[src/rtl/mem_wb_pkg.sv]
// Shared types and constants for the MEM->WB writeback stage.
package mem_wb_pkg;

  localparam int PKG_DATA_W = 32;
  localparam int PKG_REG_AW = 5;

  localparam logic [5:0] OPC_LW = 6'b100011;
  localparam logic [5:0] OPC_SW = 6'b101011;

  localparam int ZERO_REG = 0;

  typedef struct packed {
    logic [PKG_DATA_W-1:0] data;
    logic [PKG_REG_AW-1:0] rd;
    logic                  we;
  } wb_entry_t;

endpackage

[src/rtl/mem_wb_skid_buf.sv]
// Generic 2-entry (head + skid) valid/ready buffer with a registered ready.
// FWD_BYPASS_EN exposes the skid slot so the parent can forward from it.
module mem_wb_skid_buf
  import mem_wb_pkg::*;
#(
  parameter type T = wb_entry_t
) (
  input  logic clk,
  input  logic reset,
  input  logic flush,
  input  logic i_valid,
  output logic o_ready,
  input  T     i_data,
  input  logic i_ready,
  output logic o_valid,
  output T     o_head,
  output logic o_pop
`ifdef FWD_BYPASS_EN
  ,
  output logic o_skid_valid,
  output T     o_skid
`endif
);

  logic r_head_valid;
  logic r_skid_valid;
  logic r_ready;
  T     r_head;
  T     r_skid;

  logic w_accept;
  logic w_pop;
  logic w_head_valid_next;
  logic w_skid_valid_next;
  T     w_head_next;
  T     w_skid_next;

  assign w_accept = i_valid & r_ready & ~flush;
  assign w_pop    = r_head_valid & i_ready;

  always_comb begin
    w_head_valid_next = r_head_valid;
    w_skid_valid_next = r_skid_valid;
    w_head_next       = r_head;
    w_skid_next       = r_skid;
    if (!r_head_valid) begin
      if (w_accept) begin
        w_head_valid_next = 1'b1;
        w_head_next       = i_data;
      end
    end else if (w_pop) begin
      if (r_skid_valid) begin
        w_head_next       = r_skid;
        w_skid_valid_next = w_accept;
        if (w_accept) w_skid_next = i_data;
      end else begin
        w_head_valid_next = w_accept;
        if (w_accept) w_head_next = i_data;
      end
    end else if (w_accept) begin
      w_skid_valid_next = 1'b1;
      w_skid_next       = i_data;
    end
    // Flush kills the buffered entries but leaves stale payload bits in place.
    if (flush) begin
      w_head_valid_next = 1'b0;
      w_skid_valid_next = 1'b0;
    end
  end

  always_ff @(posedge clk or negedge reset) begin
    if (!reset) begin
      r_head_valid <= 1'b0;
      r_skid_valid <= 1'b0;
      r_ready      <= 1'b1;
      r_head       <= '0;
      r_skid       <= '0;
    end else begin
      r_head_valid <= w_head_valid_next;
      r_skid_valid <= w_skid_valid_next;
      r_ready      <= ~w_skid_valid_next;
      r_head       <= w_head_next;
      r_skid       <= w_skid_next;
    end
  end

  assign o_ready = r_ready;
  assign o_valid = r_head_valid;
  assign o_head  = r_head;
  assign o_pop   = w_pop;
`ifdef FWD_BYPASS_EN
  assign o_skid_valid = r_skid_valid;
  assign o_skid       = r_skid;
`endif

endmodule

[src/rtl/mem_wb_stage.sv]
// MEM->WB stage: writeback mux, skid buffering, retire counter.
// Define FWD_BYPASS_EN to add the fwd_valid/fwd_rd/fwd_data forwarding outputs.
module mem_wb_stage
  import mem_wb_pkg::*;
#(
  parameter int DATA_W = PKG_DATA_W,
  parameter int REG_AW = PKG_REG_AW,
  parameter int CNT_W  = 32
) (
  input  logic              clk,
  input  logic              reset,
  input  logic              flush,
  input  logic              in_valid,
  output logic              in_ready,
  input  logic [DATA_W-1:0] alu_result,
  input  logic [DATA_W-1:0] mem_data,
  input  logic              mem_read,
  input  logic              reg_write,
  input  logic [REG_AW-1:0] rd,
  input  logic              wb_ready,
  output logic              wb_valid,
  output logic              wb_we,
  output logic [REG_AW-1:0] wb_rd,
  output logic [DATA_W-1:0] wb_data,
  output logic [CNT_W-1:0]  retire_count
`ifdef FWD_BYPASS_EN
  ,
  output logic              fwd_valid,
  output logic [REG_AW-1:0] fwd_rd,
  output logic [DATA_W-1:0] fwd_data
`endif
);

  typedef struct packed {
    logic [DATA_W-1:0] data;
    logic [REG_AW-1:0] rd;
    logic              we;
  } entry_t;

  entry_t            w_in_entry;
  entry_t            w_head;
  logic              w_head_valid;
  logic              w_pop;
  logic [CNT_W-1:0]  r_retire_count;

  // Writes to the hardwired zero register are demoted to no-writes at capture.
  always_comb begin
    w_in_entry.data = mem_read ? mem_data : alu_result;
    w_in_entry.rd   = rd;
    w_in_entry.we   = reg_write & (rd != REG_AW'(ZERO_REG));
  end

`ifdef FWD_BYPASS_EN
  entry_t w_skid;
  logic   w_skid_valid;
`endif

  mem_wb_skid_buf #(
    .T (entry_t)
  ) u_skid_buf (
    .clk          (clk),
    .reset        (reset),
    .flush        (flush),
    .i_valid      (in_valid),
    .o_ready      (in_ready),
    .i_data       (w_in_entry),
    .i_ready      (wb_ready),
    .o_valid      (w_head_valid),
    .o_head       (w_head),
    .o_pop        (w_pop)
`ifdef FWD_BYPASS_EN
    ,
    .o_skid_valid (w_skid_valid),
    .o_skid       (w_skid)
`endif
  );

  always_ff @(posedge clk or negedge reset) begin
    if (!reset) begin
      r_retire_count <= '0;
    end else if (w_pop) begin
      r_retire_count <= r_retire_count + CNT_W'(1);
    end
  end

  assign wb_valid     = w_head_valid;
  assign wb_we        = w_head_valid & w_head.we;
  assign wb_rd        = w_head.rd;
  assign wb_data      = w_head.data;
  assign retire_count = r_retire_count;

`ifdef FWD_BYPASS_EN
  // The skid entry is younger than the head, so it wins when both write.
  always_comb begin
    fwd_valid = 1'b0;
    fwd_rd    = '0;
    fwd_data  = '0;
    if (w_skid_valid && w_skid.we) begin
      fwd_valid = 1'b1;
      fwd_rd    = w_skid.rd;
      fwd_data  = w_skid.data;
    end else if (w_head_valid && w_head.we) begin
      fwd_valid = 1'b1;
      fwd_rd    = w_head.rd;
      fwd_data  = w_head.data;
    end
  end
`endif

endmodule

[config.mk]
export PLATFORM = sky130hd
export DESIGN_NAME = mem_wb_stage
export DESIGN_NICKNAME = d
export VERILOG_FILES = /design/src/rtl/mem_wb_pkg.sv /design/src/rtl/mem_wb_skid_buf.sv /design/src/rtl/mem_wb_stage.sv
export SDC_FILE = /design/constraint.sdc
export NUM_CORES = 1
export LEC_CHECK = 0
export ABC_AREA = 1
export ABC_CLOCK_PERIOD_IN_PS = 1650
export CORE_MARGIN = 2
export CORE_UTILIZATION = 44
export CTS_CLUSTER_SIZE = 20
export DETAILED_ROUTE_END_ITERATION = 10
export PLACE_DENSITY = 0.76
export SYNTH_ARGS = -nofsm -noshare
export SYNTH_HDL_FRONTEND = slang
export SYNTH_SLANG_ARGS = --single-unit
[constraint.sdc]
create_clock -name clk -period 1.65 [get_ports clk]
set_clock_uncertainty 0.2 [all_clocks]
set_input_delay 0.165 -clock clk [delete_from_list [all_inputs] [get_ports clk]]
set_output_delay 0.165 -clock clk [all_outputs]
set_load 0.01 [all_outputs]
==> results.yml, run 1 <==
synth:
  syn_nets: 768
  synth_top_cells_by_count: "nand2_1, dfrtp_1, nor2_1, o21ai_0, inv_1"
  yosys_warnings: 0
  synth_area_sq_mm: 0.00568
  synthFlopType: "dfrtp_1"
  synthMuxAreaShare_pct: 0
  ys_async_sr_fraction_pct: 100
  ys_top_cells_by_area: "dfrtp_1, nand2_1, o21ai_0"
  synth_cells: 691
  yosysTopAreaCellShare_pct: 48.5
  synth_simple_gate_area_share_pct: 23.0
  syn_area_per_cell_sq_um: 8.22
  synth_top_family_by_area: "simple AND/OR/NAND/NOR gates"
  ys_types: 32
  seq_area_frac_synth_pct: 48.9
  yosys.area_share.adder_pct: 0.220
  synth_compound_area_share_pct: 12.8
  synth_seq_cells: 111
  synth-edff-count: 0
  synth_top_cell_by_area: "dfrtp_1"
  synthMostInstantiatedCell: "nand2_1"
  synth_xor_area_share_pct: 3.39
timing:
  setup_ws_ns: -0.177
  maxSlewViolCount: 0
  setup_tns_ns: -5.99
  setup_viol: 84
  relSlewSlack_pct: 67.5
  rsz0062_at_grt: "yes"
  hold_violations: 0
  min_period_ns: 1.83
  timing.final.crit_share_pct: 111
  max_freq_mhz: 547
  worstMarginPinSlew_ns: 0.482
run_status:
  violations: "negative setup slack"
  status: "complete, but fails checks"
hold_path:
  hold_class: "input pin to flop"
  hp-start: "mem_read"
cts:
  cts_sinks: 111
  clockRootBuffer: "clkbuf_16"
  path_clk_slew_ns: 0.09
  cts_tree: "yes"
  tritoncts.num_buffers: 9
  cts_max_level: 3
  clk_latency_ns: 0.36
  clockBufferDepth: 2
floorplan:
  dieHeight_um: 118
  die_w_um: 118
  initial_core_util_pct: 45.0
  rows: 41
  die_area_sq_mm: 0.0138
  core_area_sq_mm: 0.0126
  io_pins: 148
worst_setup_path:
  startpoint: "u_skid_buf.o_valid"
  crit_required_ns: 1.70
  crit_path_max_fanout: 5
  r2r_start: "u_skid_buf.o_valid"
  path_delay_family: "simple AND/OR/NAND/NOR gates"
  critPathKind: "flop to flop"
  worstPathArrival_ns: 1.88
  crit_path_end_kind: "flop"
  cp_slowest_cell: "dfrtp_2"
  critPathLaunchType: "flop"
  worstPathCellList: "buf_6 -> nand3_4 -> nor2_4 -> nand4_1 -> nor2_4 -> nand2_1 -> nand2_1 -> nand2_1"
  critPathMostFrequentCell: "nand2_1"
  cp_slowest_stage_delay_ns: 0.41
  cp_num_buf_inv: 1
global_route:
  grt_pass1_wl_mm: 24.6
  grt_max_degree: 73
  grt_overflow: 0
  antenna_found_initial: 0
  grt_pass1_vias: 5141
  grt.total_usage_pct: 21.4
routing:
  drc: 0
  avgRoutedWirePerCell_um: 16.6
  vias: 5544
  drt_first_pass_iters: 7
  drtIter0Drc: 521
  wl_mm: 17.5
  ant_nets: 0
  via_per_inst: 5.25
pwr:
  peakVddDrop_uv: 760
  leakagePower_nw: 4.25
  power.share.sequential_pct: 45.0
  power_density_mw_per_mm2: 946
  p_switching_w: 0.00255
  p_comb_share_pct: 28.4
  clkPwrFrac_pct: 26.6
  p_sw_share_pct: 31.2
  p_int_w: 0.00561
  fin_total_pwr_w: 0.00816
cells_and_area:
  syn2layout_area_growth_pct: 51.8
  nets: 956
  antennaDiodeCount: 0
  drive_gt1_share_pct: 23.2
placement:
  dp_hpwl_mm: 10.3
  place.gp.congestion: 0.834
  portBuffers: 147
run:
  drv_cap: 0
## worst reg2reg max path, stage by stage, from the launching register on
cell	delay [ns]
dfrtp_2	0.41
buf_6	0.11
nand3_4	0.07
nor2_4	0.15
nand4_1	0.29
nor2_4	0.26
nand2_1	0.09
nand2_1	0.09
nand2_1	0.06
## final timing paths
kind                            depth (start not counted)                     to  slack (ns)
worst max-delay path                                    8       retire_count[29]       -0.18
min in group asynchronous                               3  u_skid_buf.o_head[23]        0.16
worst min-delay path                                    4  u_skid_buf.r_skid[14]        0.09
max in group asynchronous                               3       retire_count[22]        0.63
worst min register to register                          2   u_skid_buf.o_head[2]        0.29
worst max register to register                          8       retire_count[29]       -0.18
## sequential cells by signal, summed over array words and instances, names as in the netlist
signal                   count
u_skid_buf.o_head           38
u_skid_buf.o_valid           1
u_skid_buf.r_skid_valid      1
u_skid_buf.r_skid           38
u_skid_buf.o_ready           1
retire_count                32
## power groups by stage
stage	Combinational, W	Sequential (W)	Clock (W)
floorplan	0.00116	0.00362	0
global placement	0.00193	0.00365	0
detailed placement	0.00200	0.00367	0
CTS	0.00205	0.00361	0.00215
global route	0.00250	0.00373	0.00229
finish	0.00232	0.00367	0.00217
## logic make-up (layout without fill, tap and decap cells)
group / Yosys count / in the layout
DFF: 111 / 111
and+or+nand+nor: 306 / 307
xor gates and xnor gates: 22 / 22
buffers and inverters: 133 / 325
AOI/OAI and AO/OA: 118 / 118
adders and majority gates: 1 / 1
## per-layer routing
metal	track usage [%]	share of wire, %	wire length (um)	up-vias
met5	0	0	0	-
met4	7.53	3.5	619	0
met3	2.96	5.3	924	50
met2	37.2	51	8950	251
met1	27.2	40	7030	2660
li1	-	-	-	2583
## layout by cell type (no fill, tap or decap), drive strengths merged
| cell type | synthesis | layout |
|---|---|---|
| dlygate4sd2 | 0 | 17 |
| nor3 | 4 | 4 |
| clkdlybuf4s15 | 0 | 1 |
| nand2 | 153 | 154 |
| a21oi | 4 | 4 |
| dfstp | 1 | 1 |
| clkinv | 0 | 1 |
| o31ai | 28 | 28 |
| nand3b | 5 | 5 |
| nor2 | 91 | 91 |
| o211ai | 3 | 3 |
| ha | 1 | 1 |
| xor2 | 12 | 12 |
| o21ai | 74 | 74 |
| o22ai | 4 | 4 |
| buf | 51 | 92 |
| clkdlybuf4s50 | 0 | 105 |
| nand4 | 12 | 12 |
| dfrtp | 110 | 110 |
| clkbuf | 16 | 19 |
| dlymetal6s2s | 0 | 19 |
| inv | 66 | 69 |
| nand3 | 41 | 41 |
| o32ai | 1 | 1 |
| a22oi | 2 | 2 |
| clkinvlp | 0 | 1 |
| xnor2 | 10 | 10 |
| a22o | 2 | 2 |
| dlygate4sd3 | 0 | 1 |
## stage by stage
stage	worst slack, ns	instance area [sq um]	hold WS, ns	utilization, %	std cells
finish	-0.177	8620	0.0935	68.3	1056
detailed placement	-0.288	7320	0.0116	58.0	986
global placement	-0.205	7320	0.00781	58.0	986
floorplan	-0.0244	5690	-0.331	-	691
CTS	-0.0428	7890	0.105	62.5	1032
global route	-0.249	8620	0.138	68.3	1056
## what timing repair did
action	in CTS	in global routing
setup endpoints to repair	77	113
pin swaps	2	18
cloned	0	10
setup buffers	29	16
hold buffers	1	0
gates resized for setup	40	125
hold endpoints to repair	111	0
## area by class of cell
class                           instances  area, sq um
Multi-Input combinational cell        448         2560
Clock inverter                          5         47.5
Timing Repair Buffer                  243         2490
Clock buffer                           11          243
Inverter                               66          273
Fill cell                             924         4000
Sequential cell                       111         2790
Tap cell                              172          215
Power figures use the tool's default switching activity.
==> run 2: changes to the inputs <==
Settings changed: ABC_CLOCK_PERIOD_IN_PS 1650 to 1500.
Clock period 1.65 ns to 1.5 ns, I/O delays scaled along.
==> run 2 against run 1 <==
The flow still finishes with violations (negative setup slack). Setup slack got worse by 0.17 ns. Fmax down 1.3%. Sequential power rose by 14%. Register-to-register slack worse by 0.17 ns. Via count increased by 11%. Non-clock buffer count up 49. Global-route usage up 4.9 points. Combinational power up 35%. Critical path type unchanged. Critical endpoint is now retire_count[26].
==> results.yml, run 2 (synthesis results as in run 1) <==
pwr:
  peakVddDrop_uv: 599
  leakagePower_nw: 4.57
  power_density_mw_per_mm2: 1040
cells_and_area:
  fillers: 783
  nets: 1006
  antennaDiodeCount: 0
  final_cell_mix: "nand2_1, dfrtp_1, buf_4"
  syn2layout_area_growth_pct: 69.2
  drive_gt1_share_pct: 35.1
  final_common_cell: "nand2_1"
timing:
  setup_viol: 106
  timing.final.crit_share_pct: 123
  setup_ws_ns: -0.351
  setup_tns_ns: -20.41
  max_freq_mhz: 540
  relSlewSlack_pct: 63.8
  hold_violations: 0
  min_period_ns: 1.85
  rsz0062_at_grt: "yes"
  maxSlewViolCount: 0
  worstMarginPinSlew_ns: 0.537
worst_setup_path:
  path_delay_family: "simple AND/OR/NAND/NOR gates"
  critPathMostFrequentCell: "nand2_1"
  worstPathCellList: "buf_6 -> nand2_2 -> nor2_2 -> buf_6 -> nand4_1 -> nor2_4 -> nand2_1 -> nand2_1 -> nand2_1"
  crit_path_end_kind: "flop"
  cp_num_buf_inv: 2
  critPathKind: "flop to flop"
  worstPathArrival_ns: 1.89
  startpoint: "retire_count[6]"
  cp_slowest_stage_delay_ns: 0.43
  critPathLaunchType: "flop"
  r2r_start: "retire_count[6]"
  crit_path_max_fanout: 5
  cp_slowest_cell: "dfrtp_1"
  crit_required_ns: 1.54
routing:
  routed.top_layer: "met4"
  vias: 6147
  dr_wl_met3_mm: 1.60
  wl_met2_mm: 10.8
  avgRoutedWirePerCell_um: 19.1
  ant_nets: 0
  wl_mm: 21.2
  via_per_inst: 5.56
  met1_length_mm: 7.78
  drt_first_pass_iters: 5
  drtIter0Drc: 616
  drc: 0
cts:
  path_clk_slew_ns: 0.08
  cts_tree: "yes"
  cts_max_level: 3
  clockRootBuffer: "clkbuf_16"
  tritoncts.num_buffers: 9
  cts_sinks: 111
  clk_latency_ns: 0.35
  clockBufferDepth: 2
placement:
  portBuffers: 147
  dp_hpwl_mm: 11.1
  dpl_worst_slack_ns: -0.450
  place.gp.congestion: 0.834
run_status:
  status: "complete, but fails checks"
  violations: "negative setup slack"
global_route:
  grt.total_usage_pct: 26.2
  grt_pass1_wl_mm: 29.4
  grt_pass1_vias: 5957
  antenna_found_initial: 0
  grt_max_degree: 44
  grt_overflow: 0
floorplan:
  core_area_sq_mm: 0.0126
  rows: 41
  die_w_um: 118
  io_pins: 148
  initial_core_util_pct: 45.0
  dieHeight_um: 118
  die_area_sq_mm: 0.0138
hold_path:
  hold_class: "input pin to async pin"
run:
  drv_cap: 0
## run 2: cell count changes in the layout (fill, tap and decap cells not counted), sizes merged
cell	previous run	this run
bufinv	0	2
nor2	91	92
buf	92	148
clkdlybuf4s15	1	5
clkbuf	19	23
bufbuf	0	1
dlygate4sd2	17	54
clkdlybuf4s50	105	73
inv	69	66
clkinvlp	1	0
dlymetal6s2s	19	0
## run 2: routing by layer
metal,GRT usage (%),vias to the layer above
li1,-,2691
met1,30.5,2990
met2,48.7,383
met3,3.44,83
met4,10.4,0
met5,0,-
## run 2: power by group
group          internal (W)  switching [W]  total, W
Combinational       0.00166        0.00148   0.00314
Clock               0.00156        0.00110   0.00266
Sequential          0.00362       0.000562   0.00418
Total               0.00683        0.00315   0.00998
## run 2: worst paths after layout
| check | end | slack (ns) | cells after the start |
|---|---|---|---|
| max | retire_count[26] | -0.35 | 9 |
| min | u_skid_buf.o_head[4] | 0.05 | 2 |
| max reg2reg | retire_count[26] | -0.35 | 9 |
| min reg2reg | u_skid_buf.o_head[4] | 0.29 | 2 |
| max in group asynchronous | u_skid_buf.o_head[20] | 0.52 | 3 |
| min in group clk | u_skid_buf.r_skid[12] | 0.20 | 5 |
## run 2: cell type report
class                           count  area [sq um]  area share, %
Clock buffer                       13           260           2.71
Clock inverter                      3          65.1          0.677
Inverter                           66           263           2.73
Multi-Input combinational cell    449          2940           30.6
Sequential cell                   111          2790           29.0
Tap cell                          172           215           2.24
Timing Repair Buffer              292          3070           32.0
## run 2: per-stage QoR
step | hold WS (ns) | cell area [sq um] | utilization (%) | std cells | total power (W)
finish | 0.0451 | 9610 | 76.2 | 1106 | 0.00998
floorplan | -0.346 | 5790 | - | 691 | 0.00530
global placement | -0.133 | 7710 | 61.1 | 1022 | 0.00632
global route | 0.0669 | 9610 | 76.2 | 1106 | 0.0104
CTS | 0.0510 | 8890 | 70.4 | 1087 | 0.00928
detailed placement | -0.129 | 7710 | 61.1 | 1022 | 0.00644
## run 2: repair_timing
action / in CTS / in global routing
hold endpoints to repair: 111 / 0
pin swaps: 40 / 48
hold buffers: 1 / 0
gates resized for setup: 215 / 125
setup endpoints to repair: 174 / 123
cloned: 9 / 9
buffers inserted: 40 / 15
==> run 3: changes to the inputs <==
Settings changed: ABC_CLOCK_PERIOD_IN_PS 1500 to 2200, CORE_UTILIZATION 44 to 45, PLACE_DENSITY 0.76 to 0.74, SYNTH_HIERARCHICAL from default to 1.
Clock period 1.5 ns to 2.2 ns, I/O delays scaled along.
==> run 3 against run 2 <==
The run now ends clean. Utilization fell by 16 points. First-iteration DRC count shrank 55%. Setup slack better by 0.45 ns. Sequential power is 36% lower.
==> results.yml, run 3 <==
run_status:
  status: "complete, no violations"
synth:
  yosysTopAreaCellShare_pct: 45.5
  seq_area_frac_synth_pct: 46.0
  synth_compound_area_share_pct: 0.331
  synth_area_sq_mm: 0.00604
  ys_types: 29
  yosys.area_share.adder_pct: 0.207
  synth_top_cells_by_count: "nand2_1, dfrtp_1, nor2_1, nand3_1, nand4_1"
  syn_nets: 865
  synthMuxAreaShare_pct: 5.96
  synthMostInstantiatedCell: "nand2_1"
  synth_simple_gate_area_share_pct: 38.1
  syn_area_per_cell_sq_um: 7.67
  synth_cells: 788
  synthFlopType: "dfrtp_1"
  yosys_warnings: 6
  synth_top_family_by_area: "simple AND/OR/NAND/NOR gates"
  synth-edff-count: 0
  ys_top_cells_by_area: "dfrtp_1, nand2_1, nor2_1"
  ys_async_sr_fraction_pct: 100
  synth_top_cell_by_area: "dfrtp_1"
  synth_xor_area_share_pct: 3.04
  synth_seq_cells: 111
floorplan:
  rows: 42
  initial_core_util_pct: 45.8
  dieHeight_um: 120
  die_w_um: 120
  io_pins: 148
  core_area_sq_mm: 0.0132
  die_area_sq_mm: 0.0144
timing:
  maxSlewViolCount: 0
  relSlewSlack_pct: 68.5
  hold_violations: 0
  min_period_ns: 2.10
  max_freq_mhz: 476
  setup_tns_ns: 0
  rsz0062_at_grt: "no"
  setup_ws_ns: 0.0975
  timing.final.crit_share_pct: 95.6
  holdWs_ns: 0.175
  setup_viol: 0
  worstMarginPinSlew_ns: 0.472
global_route:
  grt_max_degree: 66
  grt_pass1_wl_mm: 26.3
  antenna_found_initial: 0
  grt.total_usage_pct: 22.9
  grt_pass1_vias: 5343
  grt_overflow: 0
placement:
  place.gp.congestion: 0.910
  dpl_worst_slack_ns: 0.0946
  portBuffers: 147
  dp_hpwl_mm: 11.0
cells_and_area:
  drive_gt1_share_pct: 10.1
  final_common_cell: "nand2_1"
  seqCellArea_sq_mm: 0.00278
  nets: 1000
  final_cell_mix: "nand2_1, clkdlybuf4s50_1, dfrtp_1"
  antennaDiodeCount: 0
  syn2layout_area_growth_pct: 32.4
  multiInputGateArea_sq_mm: 0.00288
  fillers: 1207
routing:
  via_per_inst: 5.12
  avgRoutedWirePerCell_um: 14.3
  drt_first_pass_iters: 6
  drc: 0
  wl_mm: 15.8
  ant_nets: 0
  drtIter0Drc: 279
  vias: 5656
worst_setup_path:
  crit_path_end_kind: "output port"
  r2r_cells: 6
  path_delay_family: "flip-flops"
  worstPathCellList: "clkdlybuf4s50_1"
  startpoint: "u_skid_buf/o_ready"
  cp_num_buf_inv: 1
  cp_slowest_cell: "dfstp_2"
  crit_path_max_fanout: 14
  crit_required_ns: 1.78
  worstPathArrival_ns: 1.68
  r2r_start: "u_skid_buf/o_ready"
  cp_slowest_stage_delay_ns: 0.72
  critPathLaunchType: "flop"
  path_depth: 1
  r2r_slack_ns: 0.34
  critPathKind: "flop to output port"
cts:
  tritoncts.num_buffers: 9
  clk_latency_ns: 0.35
  cts_max_level: 3
  post_cts_resize_count: 0
  clockRootBuffer: "clkbuf_16"
  cts_tree: "yes"
  path_clk_slew_ns: 0.07
  clockBufferDepth: 2
  cts_sinks: 111
pwr:
  leakagePower_nw: 3.97
  peakVddDrop_uv: 351
  power_density_mw_per_mm2: 711
hold_path:
  hold_class: "input pin to async pin"
run:
  drv_cap: 0
-- run 3: worst paths after layout --
check                                        endpoint
worst max-delay path                         in_ready
worst min-delay path             u_skid_buf/r_skid[8]
worst max register to register   u_skid_buf/r_skid[8]
worst min register to register  u_skid_buf/o_head[17]
max in group asynchronous       u_skid_buf/r_skid[20]
min in group clk                u_skid_buf/o_head[17]
-- run 3: area by class of cell --
cell class / instances / share of cell area [%]
multi-input cells: 594 / 36.0
flip-flops and latches: 111 / 34.7
repair buffers: 169 / 20.9
clock buffers: 11 / 3.16
well taps: 176 / 2.75
inverters: 38 / 1.78
clock inverters: 5 / 0.704
-- run 3: repair_timing --
| item | CTS | global route |
|---|---|---|
| setup buffers | 0 | 0 |
| hold buffers | 1 | 0 |
| endpoints found under the hold margin | 31 | 0 |
-- run 3: kinds of logic (layout without fill, tap and decap cells) --
| group | after synthesis | in the layout |
|---|---|---|
| AO/OA/AOI/OAI | 3 | 3 |
| flip-flops | 111 | 111 |
| AND/OR/NAND/NOR | 537 | 537 |
| buffers and inverters | 83 | 223 |
| XOR/XNOR | 21 | 21 |
| adder cells (fa/ha/maj) | 1 | 1 |
| multiplexers | 32 | 32 |
-- run 3: power by group --
part / total (W) / switching [W] / internal, W / leakage [nW]
Sequential: 0.00266 / 0.000245 / 0.00242 / 1.42
Clock: 0.00170 / 0.000758 / 0.000944 / 0.152
Combinational: 0.00132 / 0.000632 / 0.000692 / 2.40
-- run 3: per-layer routing --
metal	vias to the layer above	GRT usage, %	part of all wire (%)
met5	-	0	0
met2	192	36.5	47
li1	2776	-	-
met4	0	8.16	2.3
met1	2662	31.4	45
met3	26	4.09	5.6
-- run 3: stage by stage --
step	util, %	std cells	power (W)	area [sq um]
CTS	60.7	1104	0.00572	8000
finish	60.7	1104	0.00569	8000
global route	60.7	1104	0.00600	8000
global placement	58.2	1087	0.00399	7680
detailed placement	58.2	1087	0.00403	7680
floorplan	-	788	0.00329	6040
